## src/rtl/z4ml_inv_serial.sv

```systemverilog
// rtl/z4ml_inv_serial.sv - bit-serial inverse of the z4ml adder (A = S - B - CIN), optional Z4ML_INV_FAST_EN
// Recovers addend A from sum S, known addend B and carry-in; flags sums no legal A can reach.
// Defining Z4ML_INV_FAST_EN replaces the serial subtract with a single-cycle (W+2)-bit subtract.

module z4ml_inv_serial #(
    parameter int W = 3
) (
    input  logic         clk,
    input  logic         rst_n,
    input  logic         in_valid,
    output logic         in_ready,
    input  logic [W:0]   in_s,
    input  logic [W-1:0] in_b,
    input  logic         in_cin,
    output logic         out_valid,
    input  logic         out_ready,
    output logic [W-1:0] out_a,
    output logic         out_err
);

    typedef enum logic [1:0] {
        IDLE = 2'd0,
        RUN  = 2'd1,
        DONE = 2'd2
    } state_t;

    state_t     state;
    state_t     state_nxt;
    logic [W:0] s_reg;
    logic [W:0] b_reg;
    logic       borrow;
    logic       last;

    always_ff @(posedge clk or negedge rst_n) begin
        if (!rst_n) begin
            state <= IDLE;
        end else begin
            state <= state_nxt;
        end
    end

    always_comb begin
        state_nxt = state;
        case (state)
            IDLE:    if (in_valid)  state_nxt = RUN;
            RUN:     if (last)      state_nxt = DONE;
            DONE:    if (out_ready) state_nxt = IDLE;
            default: state_nxt = IDLE;
        endcase
    end

    always_comb begin
        in_ready  = (state == IDLE);
        out_valid = (state == DONE);
    end

`ifdef Z4ML_INV_FAST_EN
    // The extra top bit of diff is the final borrow; bit W is the overflow of A.
    logic [W+1:0] diff;

    assign diff = {1'b0, s_reg} - {1'b0, b_reg} - (W+2)'(borrow);
    assign last = 1'b1;

    always_ff @(posedge clk or negedge rst_n) begin
        if (!rst_n) begin
            s_reg   <= '0;
            b_reg   <= '0;
            borrow  <= 1'b0;
            out_a   <= '0;
            out_err <= 1'b0;
        end else if (state == IDLE && in_valid) begin
            s_reg  <= in_s;
            b_reg  <= {1'b0, in_b};
            borrow <= in_cin;
        end else if (state == RUN) begin
            out_a   <= diff[W-1:0];
            out_err <= diff[W+1] | diff[W];
        end
    end
`else
    localparam int CW = $clog2(W + 2);

    logic [CW-1:0] cnt;
    logic [W-1:0]  d_reg;
    logic          d_bit;
    logic          borrow_nxt;

    // Operands shift right so the current bit is always at index 0.
    assign d_bit      = s_reg[0] ^ b_reg[0] ^ borrow;
    assign borrow_nxt = (~s_reg[0] & (b_reg[0] | borrow)) | (b_reg[0] & borrow);
    assign last       = (cnt == CW'(W));

    always_ff @(posedge clk or negedge rst_n) begin
        if (!rst_n) begin
            s_reg   <= '0;
            b_reg   <= '0;
            borrow  <= 1'b0;
            cnt     <= '0;
            d_reg   <= '0;
            out_a   <= '0;
            out_err <= 1'b0;
        end else if (state == IDLE && in_valid) begin
            s_reg  <= in_s;
            b_reg  <= {1'b0, in_b};
            borrow <= in_cin;
            cnt    <= '0;
            d_reg  <= '0;
        end else if (state == RUN) begin
            s_reg  <= s_reg >> 1;
            b_reg  <= b_reg >> 1;
            borrow <= borrow_nxt;
            cnt    <= cnt + CW'(1);
            // d bits enter at the top; after W shifts d_reg holds d[W-1:0].
            d_reg  <= (d_reg >> 1) | (W'(d_bit) << (W - 1));
            if (last) begin
                out_a   <= d_reg;
                out_err <= borrow_nxt | d_bit;
            end
        end
    end
`endif

endmodule

```

## config.mk

```make
export PLATFORM = sky130hd
export DESIGN_NAME = z4ml_inv_serial
export DESIGN_NICKNAME = d
export VERILOG_FILES = /design/src/rtl/z4ml_inv_serial.sv
export SDC_FILE = /design/constraint.sdc
export NUM_CORES = 1
export LEC_CHECK = 0
export ABC_AREA = 1
export CAP_MARGIN = 25
export CORE_ASPECT_RATIO = 1.2
export CORE_MARGIN = 3
export CORE_UTILIZATION = 49
export CTS_CLUSTER_SIZE = 16
export DETAILED_ROUTE_END_ITERATION = 12
export PLACE_DENSITY_LB_ADDON = 0.3
export SLEW_MARGIN = 0
export SYNTH_ARGS = -nofsm -noshare
export SYNTH_HDL_FRONTEND = slang
export SYNTH_SLANG_ARGS = --single-unit
```

## constraint.sdc

```tcl
create_clock -name clk -period 1.6 [get_ports clk]
set_clock_uncertainty 0.2 [all_clocks]
set_input_delay 0.24 -clock clk [delete_from_list [all_inputs] [get_ports clk]]
set_output_delay 0.24 -clock clk [all_outputs]
set_load 0.005 [all_outputs]
```

==> impl_results.md, run 1 <==
* Status: complete, no violations
* Fin util at 70.01%
* Die area at 2365 µm²
* Final setup margin at 0.06504 ns
* Per-cell routed wire length at 11.84 µm
* Cell Chain, Critical Path: buf_6 -> nor2_4 -> buf_2
* Die height at 52.68 µm
* Fin nets at 144
* Unrepaired setup endpoints after global routing: false
* Crit path DAT at 1.09 ns
* Post-Syn Area at 889.6 µm²
* Post-synthesis cell type count at 16
* CP max FO at 4
* F_max at 651.5 MHz
* Psw at 0.7970 mW
* Post-route insts no fill at 146
* Clock latency on the worst-skew pair at 0.29 ns
* Pwr per Cell Area at 1774 nW/µm²
* Critical Path RT at 1.16 ns
* Root buf cell: clkbuf_4
* Die X at 44.90 µm
* Via count at 743
* Largest net degree at the start of global routing at 21
* Internal Power at 1.292 mW
* Hold Worst Slack at 0.05772 ns
* Levels on crit path at 3
* Number of flip-flops in the largest register at 4
* Synth warn at 0
* Drt initial violations at 16
* Detail Route Antenna Nets at 0
* Number of synthesized register bits at 20
* Syn_area_per_cell at 8.808 µm²
* Area grow syn2layout at 32.35%
* H-tree Lvls at 1
* Post-synth net total at 116
* Drt drc at 0
* Worst path bufs/invs at 2
* Least-Margin Pin Slew at 0.3580 ns
* Clk sink count at 20
* Fill cells at 148
* GRT Total Usage at 17.32%
* FP Rows at 16
* Fin crit share at 95.94%
* Cts bufs inserted at 3
* Sequential fraction of the synthesis area at 56.26%
* Delay-heaviest family, CP: flip-flops
* PortBufs at 17
* Mapped Cells at 101
* Reg2Reg Depth at 5
* Hold_buf cts at 0
* I/O pins at 18
* Hpwl dp at 1.275 mm
* Switch share at 38.16%
* Max_cap viols at 0
* Share of cells above drive strength 1 at 17.19%
* Slew Viols, Final at 0
* RePlAce Congestion at 0.7811
* Clk pwr share at 13.8%
* Hold Fails Final Rpt at 0
* Minimum clock period at 1.535 ns
* Flop pwr share at 41.0%
* Clock buffer depth at 2
* Antenna Cells at 0
* Remaining global-route overflow at 0
* Element type at the critical path start: register
* Leak Pwr at 0.6162 nW
* Maximum vdd drop at 0.001078 V
* Crit-path max cell delay at 0.44 ns
* WL final at 1.729 mm
* Placed insts at 139
* Crit Path Class: reg2out
* TritonRoute pass-1 iters at 4
* Vias in the first global route at 714
* Core footprint at 1682 µm²
* Setup violations, final at 0
* DP Worst Slack at -0.04315 ns
* Setup TNS at 0 ns
* CP endpoint kind: output pin
* Relative slew slack at 76.04%
* CTS tree: yes
* CTS clk-pin slew, worst paths at 0.11 ns
* Via density at 5.089
* Crit-path slowest cell: dfrtp_2
* Initial antenna violation count at 0
* Initial Utilization at 52.90%
* Logic pwr share at 45.2%
* Tightest Hold Check Type: in2async
* First-pass GRT wire length at 2.946 mm
==> routing by layer <==
layer / share of wire, % / wire (µm) / up-vias / track usage [%]
met4: 1.6 / 27 / 0 / 7.317
met2: 52 / 891 / 25 / 29.67
met1: 40 / 697 / 340 / 20.70
met5: 0 / 0 / - / 0
li1: - / - / 374 / -
met3: 6.5 / 113 / 4 / 3.436
==> cell usage in the layout (no fill, tap or decap), types with 2 or more instances in the layout <==
cell              n
clkbuf_4          3
nor2_4            2
dlygate4sd2_1     4
buf_4             7
dfrtp_2           2
o21ai_0           4
dfrtp_1          18
inv_2             2
nand3_1          14
nand2_1          43
clkdlybuf4s50_1  11
inv_1             6
ha_1              2
==> final cells by class <==
| type | count | area [µm²] | area share, % |
|---|---|---|---|
| clock buffers | 4 | 36.28 | 3.082 |
| inverters | 8 | 30.03 | 2.550 |
| multi-input cells | 71 | 359.1 | 30.50 |
| flip-flops and latches | 20 | 503.0 | 42.72 |
| well taps | 18 | 22.52 | 1.913 |
| repair buffers | 25 | 226.5 | 19.23 |
==> kinds of logic (layout without fill, tap and decap cells) <==
group | Yosys count | in the layout | share of synthesized area (%)
DFF | 20 | 20 | 56.26
buffers and inverters | 10 | 37 | 4.782
AOI/OAI and AO/OA | 6 | 6 | 4.079
adders and majority gates | 3 | 3 | 5.063
and+or+nand+nor | 62 | 62 | 29.82
==> power groups by stage <==
stage               sequential (mW)  clock, mW  combinational [mW]
finish                        0.857      0.288               0.944
global route                  0.885      0.321                1.07
floorplan                     0.862          0               0.540
CTS                           0.852      0.298               0.947
detailed placement            0.889          0               0.876
global placement              0.880          0               0.856
==> cells in the mapped netlist <==
library cell	n	share of area [%]
o21ai_0	4	2.3
fa_1	1	2.3
inv_1	6	2.5
dfrtp_1	20	56
ha_1	2	2.8
nor2_4	1	1.3
o31ai_1	1	0.84
nand3_1	14	7.9
nor2_1	1	0.42
buf_2	1	0.56
buf_4	1	0.84
o21ai_2	1	0.98
nor2_2	2	1.4
nand2_1	43	18
nand2_2	1	0.70
inv_2	2	0.84
==> through the flow <==
step / area [µm²] / total power [mW]
after detailed placement: 1107 / 1.766
after global routing: 1177 / 2.278
final: 1177 / 2.089
after CTS: 1171 / 2.097
after floorplan: 889.6 / 1.402
after global placement: 1107 / 1.736
==> path summary, 6_finish.rpt <==
| check | startpoint | to | slack [ns] |
|---|---|---|---|
| setup / recovery | state[0] | in_ready | 0.07 |
| hold / removal | rst_n | out_a[2] | 0.06 |
| setup reg to reg | state[0] | s_reg[1] | 0.14 |
| hold reg to reg | out_err | out_err | 0.28 |
| max in group asynchronous | rst_n | state[1] | 0.92 |
| min in group clk | out_err | out_err | 0.28 |
==> repair_timing <==
| item | in CTS | in global routing |
|---|---|---|
| setup buffers | 3 | 0 |
| endpoints found under the setup margin | 5 | 2 |
| gates resized for setup | 12 | 2 |
Power figures use the tool's default switching activity.
==> inputs of run 2 (changes only) <==
--- a/config.mk
+++ b/config.mk
@@ -13,6 +13,7 @@
 export CTS_CLUSTER_SIZE = 16
 export DETAILED_ROUTE_END_ITERATION = 12
 export PLACE_DENSITY_LB_ADDON = 0.3
+export REMOVE_ABC_BUFFERS = 1
 export SLEW_MARGIN = 0
 export SYNTH_ARGS = -nofsm -noshare
 export SYNTH_HDL_FRONTEND = slang
==> impl_results.md, run 2 (synthesis results as in run 1) <==
* H-tree Lvls at 1 (unchanged)
* Cts bufs inserted at 3 (unchanged)
* Crit Path Class: reg2out
* Detail Route Antenna Nets at 0 (unchanged)
* Critical Path RT at 1.16 ns (about the same)
* PortBufs at 17 (unchanged)
* Share of cells above drive strength 1 at 16.92% (-0.26 points)
* Remaining global-route overflow at 0 (unchanged)
* PnR Total Power at 2.239 mW (+7.2%)
* Via density at 5.054 (-0.69%)
* Area grow syn2layout at 34.74%
* Status: complete, no violations
* Hold_buf cts at 0 (unchanged)
* Core footprint at 1682 µm² (unchanged)
* Hpwl dp at 1.322 mm (+3.7%)
* GRT Total Usage at 18.15% (+0.83 points)
* Pwr per Cell Area at 1868 nW/µm² (+5.3%)
* WL final at 1.773 mm (+2.5%)
* RePlAce Congestion at 0.8109 (+3.8%)
* Number of flip-flops in the largest register at 4 (unchanged)
* Crit path DAT at 1.09 ns (about the same)
* Slew Viols, Final at 0 (unchanged)
* Placed insts at 140 (+0.72%)
* Die X at 44.90 µm (unchanged)
* Max_cap viols at 0 (unchanged)
* Largest net degree at the start of global routing at 21 (unchanged)
* Final instance area at 1199 µm² (+1.8%)
* Leak Pwr at 0.6248 nW (+1.4%)
* Antenna Cells at 0 (unchanged)
* CP endpoint kind: output pin
* Element type at the critical path start: register
* Fin util at 71.28% (+1.3 points)
* Drt initial violations at 26 (+10)
* Post-route insts no fill at 148 (+1.4%)
* Root buf cell: clkbuf_4
* Tightest Hold Check Type: in2async
* Clock buffer depth at 2 (unchanged)
* Most frequent cells in the layout: nand2_1, dfrtp_1, nand3_1
* Most common cell after layout, fill and taps aside: nand2_1
* Maximum vdd drop at 0.001179 V (+9.3%)
* Die area at 2365 µm² (unchanged)
* Initial antenna violation count at 0 (unchanged)
* FP Rows at 16 (unchanged)
* Minimum clock period at 1.527 ns (-0.007495 ns)
* Least-Margin Pin Slew at 0.3759 ns (+0.01792 ns)
* Hold Fails Final Rpt at 0 (unchanged)
* Die height at 52.68 µm (unchanged)
* Fin crit share at 95.47% (-0.47 points)
* TritonRoute pass-1 iters at 4 (unchanged)
* CP max FO at 3 (-1)
* Hold Worst Slack at 0.04605 ns (-0.01167 ns)
* Relative slew slack at 74.84% (-1.2 points)
* First-pass GRT wire length at 3.070 mm (+4.2%)
* Clock latency on the worst-skew pair at 0.31 ns (+0.02 ns)
* Unrepaired setup endpoints after global routing: false
* I/O pins at 18 (unchanged)
* CTS tree: yes
* F_max at 654.7 MHz (+0.49%)
* DP Area at 1115 µm² (+0.68%)
* Via count at 748 (+0.67%)
* Clk sink count at 20 (unchanged)
* Per-cell routed wire length at 11.98 µm (+1.2%)
* Setup violations, final at 0 (unchanged)
* Vias in the first global route at 706 (-1.1%)
* CTS clk-pin slew, worst paths at 0.12 ns (about the same)
* Drt drc at 0 (unchanged)
* Fin nets at 146 (+1.4%)
* Initial Utilization at 52.90% (unchanged)
[run 2: layout make-up]
type,count,area [µm²]
sequential,20,500.5
fill,152,483.0
multi-input combinational,71,359.1
timing repair buffer,27,234.0
clock inverter,1,30.03
inverter,8,30.03
clock buffer,3,22.52
tap,18,22.52
[run 2: path summary, 6_finish.rpt]
check	startpoint	to	slack [ns]	cells after the start
hold / removal	rst_n	d_reg[1]	0.05	2
setup / recovery	state[0]	in_ready	0.07	3
max in group asynchronous	rst_n	s_reg[2]	0.94	2
min in group clk	in_b[2]	b_reg[2]	0.28	3
setup reg to reg	state[0]	cnt[2]	0.08	5
hold reg to reg	out_err	out_err	0.28	2
[run 2: where the power goes]
part / switching [mW] / total, mW / internal (mW)
clock: 0.158 / 0.412 / 0.254
combinational: 0.538 / 0.974 / 0.436
sequential: 0.128 / 0.854 / 0.726
[run 2: critical path, stage by stage (launching register included)]
cell,delay (ns)
dfrtp_1,0.41
buf_4,0.15
nor2_4,0.11
buf_2,0.12
[run 2: through the flow]
step	setup slack [ns]	setup TNS, ns
2_1_floorplan	0.2467	0
3_3_place_gp	0.01045	0
3_5_place_dp	-0.06085	-0.2120
4_1_cts	-0.02104	-0.02104
5_1_grt	0.02119	0
6_report	0.07253	0
[run 2: routing by layer]
metal / vias up / global-route usage, % / wire (µm)
met5: - / 0 / 0
met4: 0 / 8.780 / 37
met3: 5 / 2.405 / 82
met2: 20 / 31.34 / 890
met1: 348 / 21.71 / 763
li1: 375 / - / -
[run 2: repair_timing]
item / 4_1_cts / 5_1_grt
setup buffers: 4 / 0
endpoints found under the setup margin: 6 / 1
gates resized for setup: 10 / 1
==> inputs of run 3 (changes only) <==
--- a/config.mk
+++ b/config.mk
@@ -9,7 +9,7 @@
 export CAP_MARGIN = 25
 export CORE_ASPECT_RATIO = 1.2
 export CORE_MARGIN = 3
-export CORE_UTILIZATION = 49
+export CORE_UTILIZATION = 52
 export CTS_CLUSTER_SIZE = 16
 export DETAILED_ROUTE_END_ITERATION = 12
 export PLACE_DENSITY_LB_ADDON = 0.3
==> constraint.sdc (replaced) <==
create_clock -name clk -period 1.9 [get_ports clk]
set_clock_uncertainty 0.2 [all_clocks]
set_input_delay 0.285 -clock clk [delete_from_list [all_inputs] [get_ports clk]]
set_output_delay 0.285 -clock clk [all_outputs]
set_load 0.005 [all_outputs]
==> impl_results.md, run 3 (synthesis results as in run 1) <==
* Status: complete, no violations
* Die height at 51.31 µm (-2.6%)
* Root buf cell: clkbuf_4
* Hold Fails Final Rpt at 0 (unchanged)
* H-tree Lvls at 1 (unchanged)
* Per-cell routed wire length at 11.37 µm (-5.1%)
* GRT Total Usage at 16.87% (-1.3 points)
* Drt initial violations at 7 (-73%)
* Relative slew slack at 64.90% (-9.9 points)
* Least-Margin Pin Slew at 0.5265 ns (+0.1506 ns)
* Antenna Cells at 0 (unchanged)
* Cts bufs inserted at 3 (unchanged)
* FP Rows at 15 (-1)
* CP max FO at 4 (+1)
* Leak Pwr at 0.5795 nW (-7.2%)
* CTS tree: yes
* Pwr per Cell Area at 1468 nW/µm² (-21%)
* Die X at 43.76 µm (-2.5%)
* CTS clk-pin slew, worst paths at 0.11 ns (about the same)
* Share of cells above drive strength 1 at 13.71% (-3.2 points)
* Critical Path RT at 1.41 ns (+0.25 ns)
* CP endpoint kind: output pin
* Tightest Hold Check Type: in2async
* F_max at 598.7 MHz
* RePlAce Congestion at 0.7932 (-2.2%)
* Placed insts at 136 (-2.9%)
* Initial antenna violation count at 0 (unchanged)
* Most frequent cells in the layout: nand2_1, dfrtp_1, clkdlybuf4s50_1
* Fill cells at 115 (-24%)
* Remaining global-route overflow at 0 (unchanged)
* Drt drc at 0 (unchanged)
* Most common cell after layout, fill and taps aside: nand2_1
* Element type at the critical path start: register
* WL final at 1.603 mm (-9.6%)
* I/O pins at 18 (unchanged)
* Maximum vdd drop at 0.0007879 V (-33%)
* First-pass GRT wire length at 2.801 mm (-8.8%)
* Clk sink count at 20 (unchanged)
* Largest net degree at the start of global routing at 21 (unchanged)
* Post-route insts no fill at 141 (-4.7%)
* TritonRoute pass-1 iters at 4 (unchanged)
* PortBufs at 17 (unchanged)
* Crit path DAT at 1.19 ns (+0.10 ns)
* Detail Route Antenna Nets at 0 (unchanged)
* Max_cap viols at 0 (unchanged)
* Hpwl dp at 1.159 mm (-12%)
* Clock buffer depth at 2 (unchanged)
* Slew Viols, Final at 0 (unchanged)
* Crit Path Class: reg2out
* Clock latency on the worst-skew pair at 0.30 ns (about the same)
* Via count at 729 (-2.5%)
* Setup TNS at 0 ns (unchanged)
* Initial Utilization at 58.52% (+5.6 points)
* PnR Total Power at 1.663 mW (-26%)
* Setup violations, final at 0 (unchanged)
* Core footprint at 1520 µm² (-9.6%)
* Die area at 2245 µm² (-5.1%)
* Fin nets at 141 (-3.4%)
* Fin crit share at 87.91%
* Number of flip-flops in the largest register at 4 (unchanged)
* Area grow syn2layout at 27.29%
* Minimum clock period at 1.670 ns
* Vias in the first global route at 667 (-5.5%)
* Unrepaired setup endpoints after global routing: false
* Via density at 5.170 (+2.3%)
run 3: worst paths after layout:
kind                                from         to  slack (ns)  cells after the start
worst max-delay path            state[1]  out_valid        0.23                      3
worst min-delay path               rst_n   out_a[2]        0.10                      2
worst max register to register  state[0]   d_reg[2]        0.41                      4
worst min register to register  s_reg[3]   s_reg[3]        0.28                      2
max in group asynchronous          rst_n   state[0]        1.18                      2
min in group clk                s_reg[3]   s_reg[3]        0.28                      2
run 3: repair_timing:
action                                  4_1_cts  5_1_grt
gates resized for setup                       3        1
buffers inserted                              2        0
hold buffers                                  0        0
endpoints found under the setup margin        2        1
run 3: power by group:
part / internal [mW] / switching, mW
logic: 0.336 / 0.393
clock network: 0.0740 / 0.125
registers: 0.615 / 0.120
run 3: layout make-up:
cell class | count | area (µm²) | share of cell area [%]
clock buffers | 3 | 22.52 | 1.989
inverters | 8 | 30.03 | 2.652
multi-input cells | 71 | 346.6 | 30.61
flip-flops and latches | 20 | 503.0 | 44.42
well taps | 17 | 21.27 | 1.878
repair buffers | 22 | 209.0 | 18.45
run 3: critical path, stage by stage (launching register included):
cell and delay (ns):
dfrtp_2 0.46, inv_2 0.11, nor2_1 0.05, dlygate4sd2_1 0.26
run 3: stage by stage:
step / cell area (µm²) / utilization (%) / hold WS (ns) / worst slack (ns)
2_1_floorplan: 877.1 / - / -0.2106 / 0.5467
3_3_place_gp: 1091 / 71.77 / 0.2540 / 0.2754
3_5_place_dp: 1091 / 71.77 / 0.2588 / 0.2389
4_1_cts: 1130 / 74.32 / 0.1093 / 0.01321
5_1_grt: 1132 / 74.49 / 0.1146 / 0.1702
6_report: 1132 / 74.49 / 0.1013 / 0.2297
run 3: metal layers:
layer / vias to the layer above / part of all wire (%) / global-route usage (%)
li1: 367 / - / -
met1: 336 / 45 / 19.82
met2: 21 / 47 / 28.16
met3: 5 / 5.2 / 2.465
met4: 0 / 3.0 / 10.55
met5: - / 0 / 0
